$ cat config.mk
export PLATFORM = sky130hd
export DESIGN_NAME = draw_sequencer
export DESIGN_NICKNAME = d
export VERILOG_FILES = /design/src/rtl/draw_sequencer.sv
export SDC_FILE = /design/constraint.sdc
export NUM_CORES = 1
export LEC_CHECK = 0
export CAP_MARGIN = 20
export CELL_PAD_IN_SITES_DETAIL_PLACEMENT = 0
export CELL_PAD_IN_SITES_GLOBAL_PLACEMENT = 1
export CORE_UTILIZATION = 24
export CTS_CLUSTER_DIAMETER = 200
export CTS_CLUSTER_SIZE = 16
export DETAILED_ROUTE_END_ITERATION = 8
export PLACE_DENSITY = 0.52
export SLEW_MARGIN = 20
export SYNTH_ARGS = -nofsm -noshare
export SYNTH_HDL_FRONTEND = slang
export SYNTH_SLANG_ARGS = --single-unit
$ cat constraint.sdc
create_clock -name clk -period 5.6 [get_ports clk]
set_input_delay 1.12 -clock clk [delete_from_list [all_inputs] [get_ports clk]]
set_output_delay 1.12 -clock clk [all_outputs]
set_load 0.01 [all_outputs]
$ cat src/rtl/draw_sequencer.sv
// Raster draw sequencer: walks a full-screen or sprite ROM address range and emits
// VGA x/y/plot one cycle behind the address to match the ROMs' registered read latency.
module draw_sequencer #(
    parameter int unsigned SCREEN_W = 160,
    parameter int unsigned SCREEN_H = 120,
    parameter int unsigned SPRITE_W = 40,
    parameter int unsigned SPRITE_H = 40
) (
    input  logic        clk,
    input  logic        resetn,
    input  logic        start,
    input  logic        mode,
    input  logic [7:0]  xOrigin,
    input  logic [6:0]  yOrigin,
    output logic [14:0] address,
    output logic [7:0]  x,
    output logic [6:0]  y,
    output logic        plot,
    output logic        busy,
    output logic        done
);

    localparam logic [14:0] ScrLast = 15'(SCREEN_W * SCREEN_H - 1);
    localparam logic [14:0] SprLast = 15'(SPRITE_W * SPRITE_H - 1);
    localparam logic [7:0]  ScrColLast = 8'(SCREEN_W - 1);
    localparam logic [7:0]  SprColLast = 8'(SPRITE_W - 1);
    localparam logic [7:0]  ScrW8 = 8'(SCREEN_W);
    localparam logic [7:0]  ScrH8 = 8'(SCREEN_H);

    typedef enum logic [1:0] {StIdle, StDraw, StFlush, StDone} state_t;

    state_t      state;
    logic        mode_q;
    logic [7:0]  xo_q;
    logic [6:0]  yo_q;
    logic [14:0] count;
    logic [7:0]  col;
    logic [6:0]  row;

    logic [14:0] last_idx;
    logic [7:0]  col_last;
    logic [7:0]  x_sum;
    logic [7:0]  y_sum;
    logic        clipped;

    always_comb begin
        last_idx = mode_q ? SprLast : ScrLast;
        col_last = mode_q ? SprColLast : ScrColLast;
        x_sum    = xo_q + col;
        y_sum    = {1'b0, yo_q} + {1'b0, row};
        clipped  = (x_sum >= ScrW8) || (y_sum >= ScrH8);
    end

    // count doubles as the ROM address; it holds N-1 through FLUSH
    assign address = count;

    always_ff @(posedge clk or negedge resetn) begin
        if (!resetn) begin
            state  <= StIdle;
            mode_q <= 1'b0;
            xo_q   <= '0;
            yo_q   <= '0;
            count  <= '0;
            col    <= '0;
            row    <= '0;
            x      <= '0;
            y      <= '0;
            plot   <= 1'b0;
            busy   <= 1'b0;
            done   <= 1'b0;
        end else begin
            // Pixel for the address driven during the cycle just ending
            x    <= x_sum;
            y    <= y_sum[6:0];
            plot <= (state == StDraw) && !clipped;
            done <= 1'b0;
            unique case (state)
                StIdle: begin
                    if (start) begin
                        mode_q <= mode;
                        xo_q   <= mode ? xOrigin : 8'd0;
                        yo_q   <= mode ? yOrigin : 7'd0;
                        count  <= '0;
                        col    <= '0;
                        row    <= '0;
                        busy   <= 1'b1;
                        state  <= StDraw;
                    end
                end
                StDraw: begin
                    if (count == last_idx) begin
                        state <= StFlush;
                    end else begin
                        count <= count + 15'd1;
                        if (col == col_last) begin
                            col <= '0;
                            row <= row + 7'd1;
                        end else begin
                            col <= col + 8'd1;
                        end
                    end
                end
                StFlush: begin
                    busy  <= 1'b0;
                    done  <= 1'b1;
                    state <= StDone;
                end
                StDone: begin
                    state <= StIdle;
                end
                default: state <= StIdle;
            endcase
        end
    end

endmodule

==> key figures <==
Outcome
  • Status: completed

Yosys
  • Post-Synth Adder-Cell Area: 8.29%
  • Area leader, netlist: dfrtp_1
  • Mapped Area: 3500 um^2
  • Top-area cell type share of the netlist area: roughly 47%
  • Main flop type after synthesis: dfrtp_1
  • Area contributors post-synth: dfrtp_1, ha_1, nand2_1
  • Synth Warn #: 0
  • Largest family of logic cells by synthesized area: simple AND/OR/NAND/NOR gates
  • Xor and xnor fraction of the mapped netlist area: 7.01%
  • Async set-or-reset flop fraction in the synthesized netlist: 100%
  • Netlist cell types: 54
  • Post-synth EDFFs: 0
  • Post-Syn Nets: 393
  • Syn_area_per_cell: roughly 9.9 um^2
  • Synth Area in Simple Gates: 20.0%
  • Compound-gate portion of the synthesized area: 12.6%
  • Sequential share of the synthesized area: between 40% and 50%
  • Synthesized netlist cell count: between 300 and 400
  • Yosys reg bits: 66
  • Mux cell area share after synthesis: 0.930%

Clock network
  • Inserted Clock Buffers: 9
  • Reg clk slew, reported paths: 50 ps
  • CTS Root Cell: clkbuf_16
  • CTS sink cnt: 66
  • CTS tree: yes
  • H-tree lvl count: 3
  • Clock Tree Buf Depth: 2
  • CTS Hold Bufs: 0
  • Setup Fix Bufs, Post-CTS: 0
  • PostCTS Resize Cnt: 0
  • Clk_lat worst skew: approximately 330 ps

Critical path
  • Worst Path Arrival: 3200 ps
  • Reg2reg end: plot$_DFF_PN0_
  • Crit. End Element: flip-flop
  • CP max FO: 32
  • Worst setup path category: in2reg
  • Worst EP required: 5780 ps
  • Reg2Reg Setup Slack: 2880 ps
  • Origin of the critical flop-to-flop path: xo_q[1]$_DFFE_PN0P_
  • Worst R2R Path Depth: 7
  • Startpoint Class: input port

Routing
  • Vias per cell: 4.46
  • DRC violations left: 0
  • DR pass1 iterations: 4
  • Initial DRC count: 142
  • Via count: 2619
  • WL/cell: 14.1 um
  • Final WL: 8300 um
  • Routed Antenna Nets: 0

Place
  • Placed Instances: between 500 and 600
  • Placer Congestion: 0.731
  • Pre-CTS setup slack: 2180 ps
  • Port Buffers: 51
  • DP Wirelength: 5780 um
  • Cell Area, Placed: slightly above 4000 um^2

Floorplan
  • FP Rows: 43
  • Initial Util: 24.9%
  • Floorplan Core Area: 14000 um^2
  • I/O pin count: 52
  • Vert. Die Dim: 123 um
  • Die W: 123 um
  • Die area: 15100 um^2

STA
  • Setup TNS: 0 ps
  • Tcrit/Tclk final: 53.9%
  • Hold Vio Cnt, Final: 0
  • Worst slew pin tran: a little under 1000 ps
  • Max transition margin: 35.8%
  • Unrepaired setup endpoints after global routing: no
  • Worst clock skew: between 6 and 7 ps
  • Min cycle time layout: 3020 ps
  • Fmax: about 330 MHz
  • Finish-stage setup viols: 0
  • PnR worst setup slack: between 2000 and 3000 ps
  • Slew Viols, Final: 0

Pwr
  • Tot Pwr: between 1.5 and 2 mW
  • PwrDens: 450 nW/um^2
  • Lkg Pwr: 1.93 nW
  • Max VDD drop: about 0.00015 V

Finish
  • Finished Cell Area: 4430 um^2
  • Nets: 445
  • Ant diodes: 0
  • Area delta synth->final: 26.6%
  • Layout Cells excl Fill: 587
  • Ratio of cells with drive above 1 in the final layout: between 6 and 7%

Global route
  • First-pass GRT wire length: 14100 um
  • Largest net degree at the start of global routing: 67
  • Vias in the first global route: ~2700
  • GR Overflow Total: 0
  • Initial antenna violation count: 0
  • Total track usage: about 12%

Flow run
  • Maxcap violations: 0

Worst hold path
  • Worst Hold Class: reg2reg
  • WHS Path Cells: 2
  • Worst Hold Path EP: yo_q[4]$_DFFE_PN0P_
  • Worst hold start: yo_q[4]$_DFFE_PN0P_
==> power by group <==
part	internal (mW)	switching [mW]
combinational	0.320	0.398
sequential	0.624	0.111
clock	0.337	0.202
total	1.28	0.711
==> critical path, stage by stage <==
cell and delay (ps):
clkdlybuf4s50_1 520, nand2_1 570, nor2_2 850, nor2_1 120
==> routing by layer <==
metal,part of all wire (%),track usage [%]
met5,0,0
met2,46,19.7
met4,1.5,4.34
met1,50,16.5
met3,3.2,2.74
==> cells in the mapped netlist (2+ instances only) <==
master,count
clkbuf_1,5
a21oi_1,6
buf_6,5
nand2b_1,7
nand4_1,7
nor3_1,2
nand2_1,55
o21bai_1,3
o31ai_1,3
nor2b_1,4
o21a_1,4
ha_1,20
fa_1,2
xor2_1,14
o21ai_0,34
dfrtp_1,66
a31oi_1,4
nand4b_1,2
nand3_1,9
xnor2_1,14
and3_1,10
mux2_2,2
nor2_1,27
o211ai_1,2
nor4_1,3
inv_1,13
and4_1,2
==> sequential cells by signal, summed over array words and instances (netlist names) <==
register,count
col,8
y,7
row,7
xo_q,8
plot,1
x,8
state,2
mode_q,1
address,15
done,1
yo_q,7
busy,1
==> worst max-delay path by stage <==
stage               start                       to  slack [ps]  depth (start not counted)
floorplan           start  address[11]$_DFFE_PN0P_        3160                          7
global placement    start   address[8]$_DFFE_PN0P_        2220                          4
detailed placement  start       row[6]$_DFFE_PN0P_        2180                          4
CTS                 start       row[6]$_DFFE_PN0P_        2530                          4
global route        start       row[6]$_DFFE_PN0P_        2320                          4
finish              start       row[4]$_DFFE_PN0P_        2580                          4
==> cells by family after synthesis <==
group	after synthesis
xor+xnor	28
fa+ha+maj	22
simple gates	141
mux	3
compound gates	67
flops	66
buf+inv	25
==> through the flow <==
| step | util (%) | hold slack, ps |
|---|---|---|
| 3_5_place_dp | 29.6 | 478 |
| 4_1_cts | 31.5 | 490 |
| 2_1_floorplan | - | 456 |
| 5_1_grt | 31.5 | 544 |
| 6_report | 31.5 | 484 |
| 3_3_place_gp | 29.6 | 475 |
==> final cells by class <==
cell class | instances | area (um^2)
clock buffers | 10 | 229
clock inverters | 4 | 45.0
fillers | 1424 | 9610
inverters | 13 | 48.8
multi-input cells | 261 | 1710
flip-flops and latches | 66 | 1650
well taps | 180 | 225
repair buffers | 53 | 520
==> cells in the final DEF, fill, tap and decap left out, types with 3 or more instances in the layout <==
cell type and n:
clkinv_2 3, dfrtp_1 66, a21oi_1 6, a31oi_1 4, o31ai_1 3, o21a_1 4
and3_1 10, xor2_1 14, nor2_1 27, nand2b_1 7, o21bai_1 3, inv_1 13
ha_1 20, nor4_1 3, nand2_1 55, nand3_1 9, nand4_1 7, clkdlybuf4s50_1 50
o21ai_0 34, xnor2_1 14, nor2b_1 4, clkbuf_16 9
No activity file was read; power rests on OpenSTA's default activity.
